**src/rtl/ofs_plat_host_chan_wr_burst_arbiter_if.sv**
```systemverilog
`default_nettype none
// ============================================================================
// Module   : ofs_plat_host_chan_wr_burst_arbiter_if
// Brief    : Avalon write channel (request + write response) used on both
//            the source and sink sides of the write burst arbiter.
// Revision : 1.0 - initial release
// ============================================================================
interface ofs_plat_host_chan_wr_burst_arbiter_if #(
  parameter int ADDR_WIDTH      = 42,
  parameter int DATA_WIDTH      = 512,
  parameter int USER_WIDTH      = 8,
  parameter int BURST_CNT_WIDTH = 3
);
  logic                       write;
  logic [ADDR_WIDTH-1:0]      address;
  logic [BURST_CNT_WIDTH-1:0] burstcount;
  logic [DATA_WIDTH-1:0]      writedata;
  logic [DATA_WIDTH/8-1:0]    byteenable;
  logic [USER_WIDTH-1:0]      user;
  logic                       waitrequest;
  logic                       writeresponsevalid;
  logic [USER_WIDTH-1:0]      writeresponseuser;

  // Issuer of write bursts
  modport master (
    output write, address, burstcount, writedata, byteenable, user,
    input  waitrequest, writeresponsevalid, writeresponseuser
  );

  // Consumer of write bursts
  modport slave (
    input  write, address, burstcount, writedata, byteenable, user,
    output waitrequest, writeresponsevalid, writeresponseuser
  );
endinterface
`default_nettype wire

```
**src/rtl/ofs_plat_host_chan_wr_burst_arbiter.sv**
```systemverilog
`default_nettype none
// ============================================================================
// Module   : ofs_plat_host_chan_wr_burst_arbiter
// Brief    : Two-source round-robin arbiter for a host-memory Avalon write
//            channel. Bursts are atomic, tagged with a source ID in the user
//            MSB, responses are routed back by that ID, and each source is
//            capped at MAX_OUTSTANDING unacknowledged bursts.
// Revision : 1.0 - initial release
// ============================================================================
module ofs_plat_host_chan_wr_burst_arbiter #(
  parameter int ADDR_WIDTH      = 42,
  parameter int DATA_WIDTH      = 512,
  parameter int USER_WIDTH      = 8,
  parameter int BURST_CNT_WIDTH = 3,
  parameter int MAX_OUTSTANDING = 64
) (
  input  logic clk,
  input  logic reset,
  ofs_plat_host_chan_wr_burst_arbiter_if.slave  src_wr_0,
  ofs_plat_host_chan_wr_burst_arbiter_if.slave  src_wr_1,
  ofs_plat_host_chan_wr_burst_arbiter_if.master m_wr
);
  localparam int                         c_CNT_WIDTH = $clog2(MAX_OUTSTANDING + 1);
  localparam logic [c_CNT_WIDTH-1:0]     c_MAX_CNT   = c_CNT_WIDTH'(MAX_OUTSTANDING);
  localparam logic [c_CNT_WIDTH-1:0]     c_CNT_ONE   = c_CNT_WIDTH'(1);
  localparam logic [BURST_CNT_WIDTH-1:0] c_BC_ONE    = BURST_CNT_WIDTH'(1);
  localparam logic [BURST_CNT_WIDTH-1:0] c_BC_TWO    = BURST_CNT_WIDTH'(2);
  localparam logic [BURST_CNT_WIDTH-1:0] c_BC_FOUR   = BURST_CNT_WIDTH'(4);

  typedef enum logic [0:0] {
    ST_UNLOCKED = 1'b0,   // next accepted beat is an SOP
    ST_LOCKED   = 1'b1    // mid-burst, grant frozen on r_owner
  } state_t;

  state_t                     r_state, w_state_next;
  logic                       r_owner, w_owner_next;
  logic [BURST_CNT_WIDTH-1:0] r_beats_left, w_beats_left_next;
  logic                       r_rr_last, w_rr_last_next;
  logic [c_CNT_WIDTH-1:0]     r_out_cnt [2];
  logic [1:0]                 r_rsp_valid;
  logic [USER_WIDTH-1:0]      r_rsp_user;

  logic [1:0]                 w_eligible;
  logic                       w_grant;
  logic                       w_grant_valid;
  logic                       w_accept;
  logic                       w_sop;
  logic [BURST_CNT_WIDTH-1:0] w_sop_bc;
  logic                       w_bc_legal;
  logic [BURST_CNT_WIDTH-1:0] w_sop_bc_eff;
  logic                       w_rsp_dest;
  logic [1:0]                 w_cnt_inc;
  logic [1:0]                 w_cnt_dec;

  assign w_eligible[0] = src_wr_0.write && (r_out_cnt[0] < c_MAX_CNT);
  assign w_eligible[1] = src_wr_1.write && (r_out_cnt[1] < c_MAX_CNT);

  // Grant selection: frozen on the owner while locked, round-robin on ties otherwise
  always_comb begin
    w_grant       = r_owner;
    w_grant_valid = 1'b1;
    if (r_state == ST_UNLOCKED) begin
      w_grant = 1'b0;
      if (w_eligible == 2'b11) begin
        w_grant = ~r_rr_last;
      end else if (w_eligible[1]) begin
        w_grant = 1'b1;
      end else if (!w_eligible[0]) begin
        w_grant_valid = 1'b0;
      end
    end
  end

  // Request path is a pure mux: zero-cycle latency, waitrequest passes through
  assign m_wr.write      = w_grant_valid && (w_grant ? src_wr_1.write : src_wr_0.write);
  assign m_wr.address    = w_grant ? src_wr_1.address    : src_wr_0.address;
  assign m_wr.burstcount = w_grant ? src_wr_1.burstcount : src_wr_0.burstcount;
  assign m_wr.writedata  = w_grant ? src_wr_1.writedata  : src_wr_0.writedata;
  assign m_wr.byteenable = w_grant ? src_wr_1.byteenable : src_wr_0.byteenable;
  assign m_wr.user       = {w_grant, (w_grant ? src_wr_1.user : src_wr_0.user)};

  assign src_wr_0.waitrequest = m_wr.waitrequest || !(w_grant_valid && !w_grant);
  assign src_wr_1.waitrequest = m_wr.waitrequest || !(w_grant_valid &&  w_grant);

  assign w_accept = m_wr.write && !m_wr.waitrequest;
  assign w_sop    = (r_state == ST_UNLOCKED);

  // Illegal burst counts (0, 3, >4) degrade to single-line bursts
  assign w_sop_bc     = m_wr.burstcount;
  assign w_bc_legal   = (w_sop_bc == c_BC_ONE) || (w_sop_bc == c_BC_TWO) || (w_sop_bc == c_BC_FOUR);
  assign w_sop_bc_eff = w_bc_legal ? w_sop_bc : c_BC_ONE;

  // Burst lock / round-robin next state
  always_comb begin
    w_state_next      = r_state;
    w_owner_next      = r_owner;
    w_beats_left_next = r_beats_left;
    w_rr_last_next    = r_rr_last;
    if (w_accept) begin
      if (w_sop) begin
        w_rr_last_next = w_grant;
        if (w_sop_bc_eff != c_BC_ONE) begin
          w_state_next      = ST_LOCKED;
          w_owner_next      = w_grant;
          w_beats_left_next = w_sop_bc_eff - c_BC_ONE;
        end
      end else begin
        w_beats_left_next = r_beats_left - c_BC_ONE;
        if (r_beats_left == c_BC_ONE) begin
          w_state_next = ST_UNLOCKED;
        end
      end
    end
  end

  // Arbitration state register
  always_ff @(posedge clk) begin
    if (reset) begin
      r_state      <= ST_UNLOCKED;
      r_owner      <= 1'b0;
      r_beats_left <= '0;
      r_rr_last    <= 1'b1;
    end else begin
      r_state      <= w_state_next;
      r_owner      <= w_owner_next;
      r_beats_left <= w_beats_left_next;
      r_rr_last    <= w_rr_last_next;
    end
  end

  assign w_rsp_dest = m_wr.writeresponseuser[USER_WIDTH];

  // Per-source counter events: SOP accepts add, routed responses remove
  always_comb begin
    w_cnt_inc = 2'b00;
    w_cnt_dec = 2'b00;
    if (w_accept && w_sop) begin
      w_cnt_inc[w_grant] = 1'b1;
    end
    if (m_wr.writeresponsevalid) begin
      w_cnt_dec[w_rsp_dest] = 1'b1;
    end
  end

  // Outstanding-burst counters; a same-cycle add and remove cancel out
  always_ff @(posedge clk) begin
    for (int s = 0; s < 2; s++) begin
      if (reset) begin
        r_out_cnt[s] <= '0;
      end else if (w_cnt_inc[s] && !w_cnt_dec[s]) begin
        r_out_cnt[s] <= r_out_cnt[s] + c_CNT_ONE;
      end else if (w_cnt_dec[s] && !w_cnt_inc[s]) begin
        r_out_cnt[s] <= r_out_cnt[s] - c_CNT_ONE;
      end
    end
  end

  // Registered response steering by the echoed source ID
  always_ff @(posedge clk) begin
    if (reset) begin
      r_rsp_valid <= 2'b00;
      r_rsp_user  <= '0;
    end else begin
      r_rsp_valid <= w_cnt_dec;
      r_rsp_user  <= m_wr.writeresponseuser[USER_WIDTH-1:0];
    end
  end

  assign src_wr_0.writeresponsevalid = r_rsp_valid[0];
  assign src_wr_1.writeresponsevalid = r_rsp_valid[1];
  assign src_wr_0.writeresponseuser  = r_rsp_user;
  assign src_wr_1.writeresponseuser  = r_rsp_user;

`ifndef SYNTHESIS
  // Protocol violations that would corrupt the lock or the counters
  always_ff @(posedge clk) begin
    if (!reset) begin
      if (w_accept && w_sop && !w_bc_legal) begin
        $fatal(1, "wr_burst_arbiter: illegal burstcount %0d", w_sop_bc);
      end
      if (m_wr.writeresponsevalid && (r_out_cnt[w_rsp_dest] == '0)) begin
        $fatal(1, "wr_burst_arbiter: response to source %0d with nothing outstanding", w_rsp_dest);
      end
    end
  end
`endif

endmodule
`default_nettype wire
```
**src/flat_wrapper.sv**
```systemverilog
// flat-port wrapper written by rule: the top's interface ports become plain ports
module ofs_plat_host_chan_wr_burst_arbiter_flat 
#(
  parameter int ADDR_WIDTH      = 42,
  parameter int DATA_WIDTH      = 512,
  parameter int USER_WIDTH      = 8,
  parameter int BURST_CNT_WIDTH = 3,
  parameter int MAX_OUTSTANDING = 64
)
  (clk, reset, src_wr_0_write, src_wr_0_address, src_wr_0_burstcount, src_wr_0_writedata, src_wr_0_byteenable, src_wr_0_user, src_wr_0_waitrequest, src_wr_0_writeresponsevalid, src_wr_0_writeresponseuser, src_wr_1_write, src_wr_1_address, src_wr_1_burstcount, src_wr_1_writedata, src_wr_1_byteenable, src_wr_1_user, src_wr_1_waitrequest, src_wr_1_writeresponsevalid, src_wr_1_writeresponseuser, m_wr_write, m_wr_address, m_wr_burstcount, m_wr_writedata, m_wr_byteenable, m_wr_user, m_wr_waitrequest, m_wr_writeresponsevalid, m_wr_writeresponseuser);
  ofs_plat_host_chan_wr_burst_arbiter_if #(.ADDR_WIDTH(ADDR_WIDTH), .DATA_WIDTH(DATA_WIDTH), .USER_WIDTH(USER_WIDTH), .BURST_CNT_WIDTH(BURST_CNT_WIDTH)) src_wr_0_i ();
  ofs_plat_host_chan_wr_burst_arbiter_if #(.ADDR_WIDTH(ADDR_WIDTH), .DATA_WIDTH(DATA_WIDTH), .USER_WIDTH(USER_WIDTH), .BURST_CNT_WIDTH(BURST_CNT_WIDTH)) src_wr_1_i ();
  ofs_plat_host_chan_wr_burst_arbiter_if #(.ADDR_WIDTH(ADDR_WIDTH), .DATA_WIDTH(DATA_WIDTH), .USER_WIDTH(USER_WIDTH), .BURST_CNT_WIDTH(BURST_CNT_WIDTH)) m_wr_i ();
  input  logic clk;
  input  logic reset;
  input wire logic [$bits(src_wr_0_i.write)-1:0] src_wr_0_write;
  input wire logic [$bits(src_wr_0_i.address)-1:0] src_wr_0_address;
  input wire logic [$bits(src_wr_0_i.burstcount)-1:0] src_wr_0_burstcount;
  input wire logic [$bits(src_wr_0_i.writedata)-1:0] src_wr_0_writedata;
  input wire logic [$bits(src_wr_0_i.byteenable)-1:0] src_wr_0_byteenable;
  input wire logic [$bits(src_wr_0_i.user)-1:0] src_wr_0_user;
  output wire logic [$bits(src_wr_0_i.waitrequest)-1:0] src_wr_0_waitrequest;
  output wire logic [$bits(src_wr_0_i.writeresponsevalid)-1:0] src_wr_0_writeresponsevalid;
  output wire logic [$bits(src_wr_0_i.writeresponseuser)-1:0] src_wr_0_writeresponseuser;
  input wire logic [$bits(src_wr_1_i.write)-1:0] src_wr_1_write;
  input wire logic [$bits(src_wr_1_i.address)-1:0] src_wr_1_address;
  input wire logic [$bits(src_wr_1_i.burstcount)-1:0] src_wr_1_burstcount;
  input wire logic [$bits(src_wr_1_i.writedata)-1:0] src_wr_1_writedata;
  input wire logic [$bits(src_wr_1_i.byteenable)-1:0] src_wr_1_byteenable;
  input wire logic [$bits(src_wr_1_i.user)-1:0] src_wr_1_user;
  output wire logic [$bits(src_wr_1_i.waitrequest)-1:0] src_wr_1_waitrequest;
  output wire logic [$bits(src_wr_1_i.writeresponsevalid)-1:0] src_wr_1_writeresponsevalid;
  output wire logic [$bits(src_wr_1_i.writeresponseuser)-1:0] src_wr_1_writeresponseuser;
  output wire logic [$bits(m_wr_i.write)-1:0] m_wr_write;
  output wire logic [$bits(m_wr_i.address)-1:0] m_wr_address;
  output wire logic [$bits(m_wr_i.burstcount)-1:0] m_wr_burstcount;
  output wire logic [$bits(m_wr_i.writedata)-1:0] m_wr_writedata;
  output wire logic [$bits(m_wr_i.byteenable)-1:0] m_wr_byteenable;
  output wire logic [$bits(m_wr_i.user)-1:0] m_wr_user;
  input wire logic [$bits(m_wr_i.waitrequest)-1:0] m_wr_waitrequest;
  input wire logic [$bits(m_wr_i.writeresponsevalid)-1:0] m_wr_writeresponsevalid;
  input wire logic [$bits(m_wr_i.writeresponseuser)-1:0] m_wr_writeresponseuser;
  assign src_wr_0_i.write = src_wr_0_write;
  assign src_wr_0_i.address = src_wr_0_address;
  assign src_wr_0_i.burstcount = src_wr_0_burstcount;
  assign src_wr_0_i.writedata = src_wr_0_writedata;
  assign src_wr_0_i.byteenable = src_wr_0_byteenable;
  assign src_wr_0_i.user = src_wr_0_user;
  assign src_wr_0_waitrequest = src_wr_0_i.waitrequest;
  assign src_wr_0_writeresponsevalid = src_wr_0_i.writeresponsevalid;
  assign src_wr_0_writeresponseuser = src_wr_0_i.writeresponseuser;
  assign src_wr_1_i.write = src_wr_1_write;
  assign src_wr_1_i.address = src_wr_1_address;
  assign src_wr_1_i.burstcount = src_wr_1_burstcount;
  assign src_wr_1_i.writedata = src_wr_1_writedata;
  assign src_wr_1_i.byteenable = src_wr_1_byteenable;
  assign src_wr_1_i.user = src_wr_1_user;
  assign src_wr_1_waitrequest = src_wr_1_i.waitrequest;
  assign src_wr_1_writeresponsevalid = src_wr_1_i.writeresponsevalid;
  assign src_wr_1_writeresponseuser = src_wr_1_i.writeresponseuser;
  assign m_wr_write = m_wr_i.write;
  assign m_wr_address = m_wr_i.address;
  assign m_wr_burstcount = m_wr_i.burstcount;
  assign m_wr_writedata = m_wr_i.writedata;
  assign m_wr_byteenable = m_wr_i.byteenable;
  assign m_wr_user = m_wr_i.user;
  assign m_wr_i.waitrequest = m_wr_waitrequest;
  assign m_wr_i.writeresponsevalid = m_wr_writeresponsevalid;
  assign m_wr_i.writeresponseuser = m_wr_writeresponseuser;
  ofs_plat_host_chan_wr_burst_arbiter #(.ADDR_WIDTH(ADDR_WIDTH), .DATA_WIDTH(DATA_WIDTH), .USER_WIDTH(USER_WIDTH), .BURST_CNT_WIDTH(BURST_CNT_WIDTH), .MAX_OUTSTANDING(MAX_OUTSTANDING)) u_core (.clk(clk), .reset(reset), .src_wr_0(src_wr_0_i), .src_wr_1(src_wr_1_i), .m_wr(m_wr_i));
endmodule
```
**config.mk**
```make
export PLATFORM = sky130hd
export DESIGN_NAME = ofs_plat_host_chan_wr_burst_arbiter_flat
export DESIGN_NICKNAME = d
export VERILOG_FILES = /design/src/rtl/ofs_plat_host_chan_wr_burst_arbiter_if.sv /design/src/rtl/ofs_plat_host_chan_wr_burst_arbiter.sv /design/src/flat_wrapper.sv
export SDC_FILE = /design/constraint.sdc
export NUM_CORES = 1
export LEC_CHECK = 0
export CAP_MARGIN = 10
export CORE_AREA = 2 2 757 759
export CTS_CLUSTER_DIAMETER = 60
export DETAILED_ROUTE_END_ITERATION = 8
export DIE_AREA = 0 0 759 761
export PLACE_DENSITY_LB_ADDON = 0.3
export SLEW_MARGIN = 40
export SYNTH_ARGS = -nofsm -noshare
export SYNTH_HDL_FRONTEND = slang
export SYNTH_SLANG_ARGS = --single-unit
```
**constraint.sdc**
```tcl
create_clock -name clk -period 3.4 [get_ports clk]
set_clock_uncertainty 0.1 [all_clocks]
set_input_delay 0.51 -clock clk [delete_from_list [all_inputs] [get_ports clk]]
set_output_delay 0.51 -clock clk [all_outputs]
set_load 0.05 [all_outputs]
```
==> results.py <==
metrics = {
    "floorplan": {
        "fp-row-count": 278,
        "initial_core_util_pct": 1.58,
        "coreArea_um2": 570000,
        "die_h_um": 761,
        "dieArea_um2": 578000,
        "die_w_um": 759,
        "num_io_pins": 1922,
    },
    "synthesis": {
        "synth_seq_cells": 28,
        "synth_enable_flop_cells": 14,
        "ys.flop_type": "edfxtp_1",
        "yosys_warnings": 0,
        "synth.largest_area_cell": "mux2_2",
        "synth_top_area_share_pct": 78.7,
        "yosysSeqAreaShare_pct": 7.77,
        "async_reset_ff_share_pct": 0,
        "syn_area_per_cell_um2": 10.4,
        "synthCells": 866,
        "syn_area_um2": 9020,
        "synthDistinctLibCells": 43,
        "yosys-top-cells-area": "mux2_2 79%, edfxtp_1 4.7%, buf_2 3.7%, dfxtp_1 3.1%, nor2_1 0.92%",
    },
    "final_layout": {
        "stdcell_area_um2": 41700,
        "layout_commonest_cell": "clkdlybuf4s50_1",
        "mostFrequentLayoutCells": "1,284 x clkdlybuf4s50_1, 617 x mux2_2, 375 x buf_12",
        "syn_to_final_growth_pct": 363,
        "final_nets": 4066,
        "drive_above_1_share_pct": 48.8,
    },
    "min_path": {
        "hp-class": "reg2reg",
    },
    "drt": {
        "antenna_left": 0,
        "drtPass1Iterations": 4,
        "via_per_inst": 1.88,
        "drt-total-wl_mm": 435,
        "via_count": 19700,
        "drc": 0,
        "routedWlPerCell_um": 41.6,
        "drt_iter0_markers": 915,
    },
    "job": {
        "maxCapViolations": 0,
    },
    "clock_tree": {
        "clockBufferDepth": 2,
        "cts.htree.levels": 1,
        "clkTransAtPathRegs_ns": 0.08,
        "cts_tree": "built",
        "cts_buffers": 3,
        "clock_latency_ns": 0.28,
        "cts_sinks": 28,
        "cts_root_buf": "clkbuf_16",
    },
    "timing": {
        "fin_crit_sh_pct": 98.2,
        "hold_viol_final": 0,
        "max_slew_margin_pct": 48.4,
        "tightestPinTransition_ns": 0.768,
        "fin_crit_ns": 3.34,
        "fmax_mhz": 299,
        "finalSetupViolations": 0,
        "slew_viol_final": 0,
    },
    "critical_path": {
        "crit_slowest_cell": "bufbuf_16",
        "crit_required_ns": 2.79,
        "critPathBufInv": 5,
        "end_kind": "primary output",
        "max_stage_delay_ns": 0.40,
        "cp_max_fo": 20,
        "crit_chain": "dlygate4sd2_1 -> nand3b_1 -> a21boi_4 -> buf_4 -> buf_12 -> bufbuf_16 -> mux2_2 -> buf_4",
        "critical_path.top_delay_family": "buffers and inverters",
        "crit_top_cell": "buf_4",
        "critPathLaunchType": "input port",
        "criticalPathCategory": "in2out",
        "arrival_ns": 2.73,
    },
    "global_routing": {
        "antenna_found_initial": 707,
        "overflow": 0,
        "grt_util_all_layers_pct": 14.4,
        "grt_pass1_wl_mm": 479,
        "grt_max_degree": 41,
        "grt_pass1_vias": 18200,
    },
    "run_status": {
        "status": "finished clean",
    },
    "place": {
        "gp_congestion": 1.07,
        "dp_hpwl_mm": 422,
        "io_buffer_count": 1918,
        "placed_area_um2": 40800,
    },
    "power": {
        "finalPower_uw": 10900,
        "p_per_area_nw_per_um2": 260,
        "leakage_uw": 0.0137,
        "vdd_drop_max_uv": 177,
    },
}
[final timing paths]
check	startpoint	end	slack, ns	cells after the start
max	src_wr_0_write	m_wr_writedata[431]	0.06	8
min	u_core.r_rr_last$_SDFFE_PP1N_	u_core.r_rr_last$_SDFFE_PP1N_	0.41	2
max reg2reg	u_core.r_out_cnt[1][6]$_SDFFCE_PN0P_	u_core.r_beats_left[1]$_SDFFE_PP0P_	0.22	14
min reg2reg	u_core.r_rr_last$_SDFFE_PP1N_	u_core.r_rr_last$_SDFFE_PP1N_	0.41	2
[metrics by stage]
step | hold slack (ns) | setup WS, ns | cells | utilization [%] | setup TNS [ns]
global placement | 0.381 | -0.138 | 10300 | 7.16 | -13.53
floorplan | 0.352 | 0.491 | 867 | - | 0
finish | 0.407 | 0.0610 | 10400 | 7.31 | 0
global route | 0.450 | -0.00581 | 10400 | 7.29 | -0.00581
detailed placement | 0.387 | -0.181 | 10300 | 7.16 | -28.11
CTS | 0.405 | 0.0217 | 10300 | 7.27 | 0
[flip-flops by register name, summed over array words and instances, names as in the netlist]
signal and cells:
u_core.r_rr_last 1, u_core.r_state 1, u_core.r_beats_left 3, u_core.r_out_cnt 14
u_core.r_owner 1, u_core.src_wr_0.writeresponseuser 8
[cell families (layout without fill, tap and decap cells)]
logic type | count (synthesis) | in the layout | synth area share (%)
compound gates | 20 | 20 | 1.55
mux | 633 | 633 | 79.0
flops | 28 | 28 | 7.77
fa+ha+maj | 6 | 6 | 0.832
buf+inv | 94 | 2014 | 5.33
other cells | 1 | 95 | 0.0416
simple gates | 72 | 72 | 4.31
xor+xnor | 12 | 12 | 1.17
[Yosys cell counts, types with 5 or more instances]
master,n
buf_2,66
buf_4,10
clkbuf_1,8
dfxtp_1,14
edfxtp_1,14
ha_1,6
inv_1,9
mux2_2,630
nand2_1,10
nand3_1,8
nor2_1,22
nor2b_1,9
o21ai_0,5
xnor2_1,9
[tightest hold or removal path, cell delays in order, from the launching register on]
cell and delay [ns]:
dfxtp_1 0.33, o21ai_0 0.08, nand2b_1 0.06
[layout make-up]
type                       instances  area, um2
inverter                           9       33.8
fill                           66700     529000
tap                             7560       9460
antenna                           93        233
sequential                        28        702
clock buffer                       4        100
multi-input combinational        745       7920
timing repair buffer            2001      23300
[metal layers]
metal / up-vias / routed length [um] / global-route usage, % / part of all wire (%)
met4: 330 / 19300 / 4.03 / 4.4
li1: 7218 / - / - / -
met3: 1151 / 66600 / 9.89 / 15
met5: - / 2130 / 0 / 0.49
met2: 2504 / 187000 / 22.8 / 43
met1: 8469 / 160000 / 15.6 / 37
[where the power goes]
part           internal, uW  switching, uW  total [uW]
sequential              377           33.3         410
clock                   206            140         346
combinational          4320           5770       10100
total                  4910           5940       10900
[repair_timing]
action,4_1_cts,5_1_grt
endpoints found under the setup margin,422,15
gates resized for setup,34,8
cloned,7,0
buffers inserted,14,1
hold buffers,0,0
pin swaps,2,4
No activity file was read; power rests on OpenSTA's default activity.
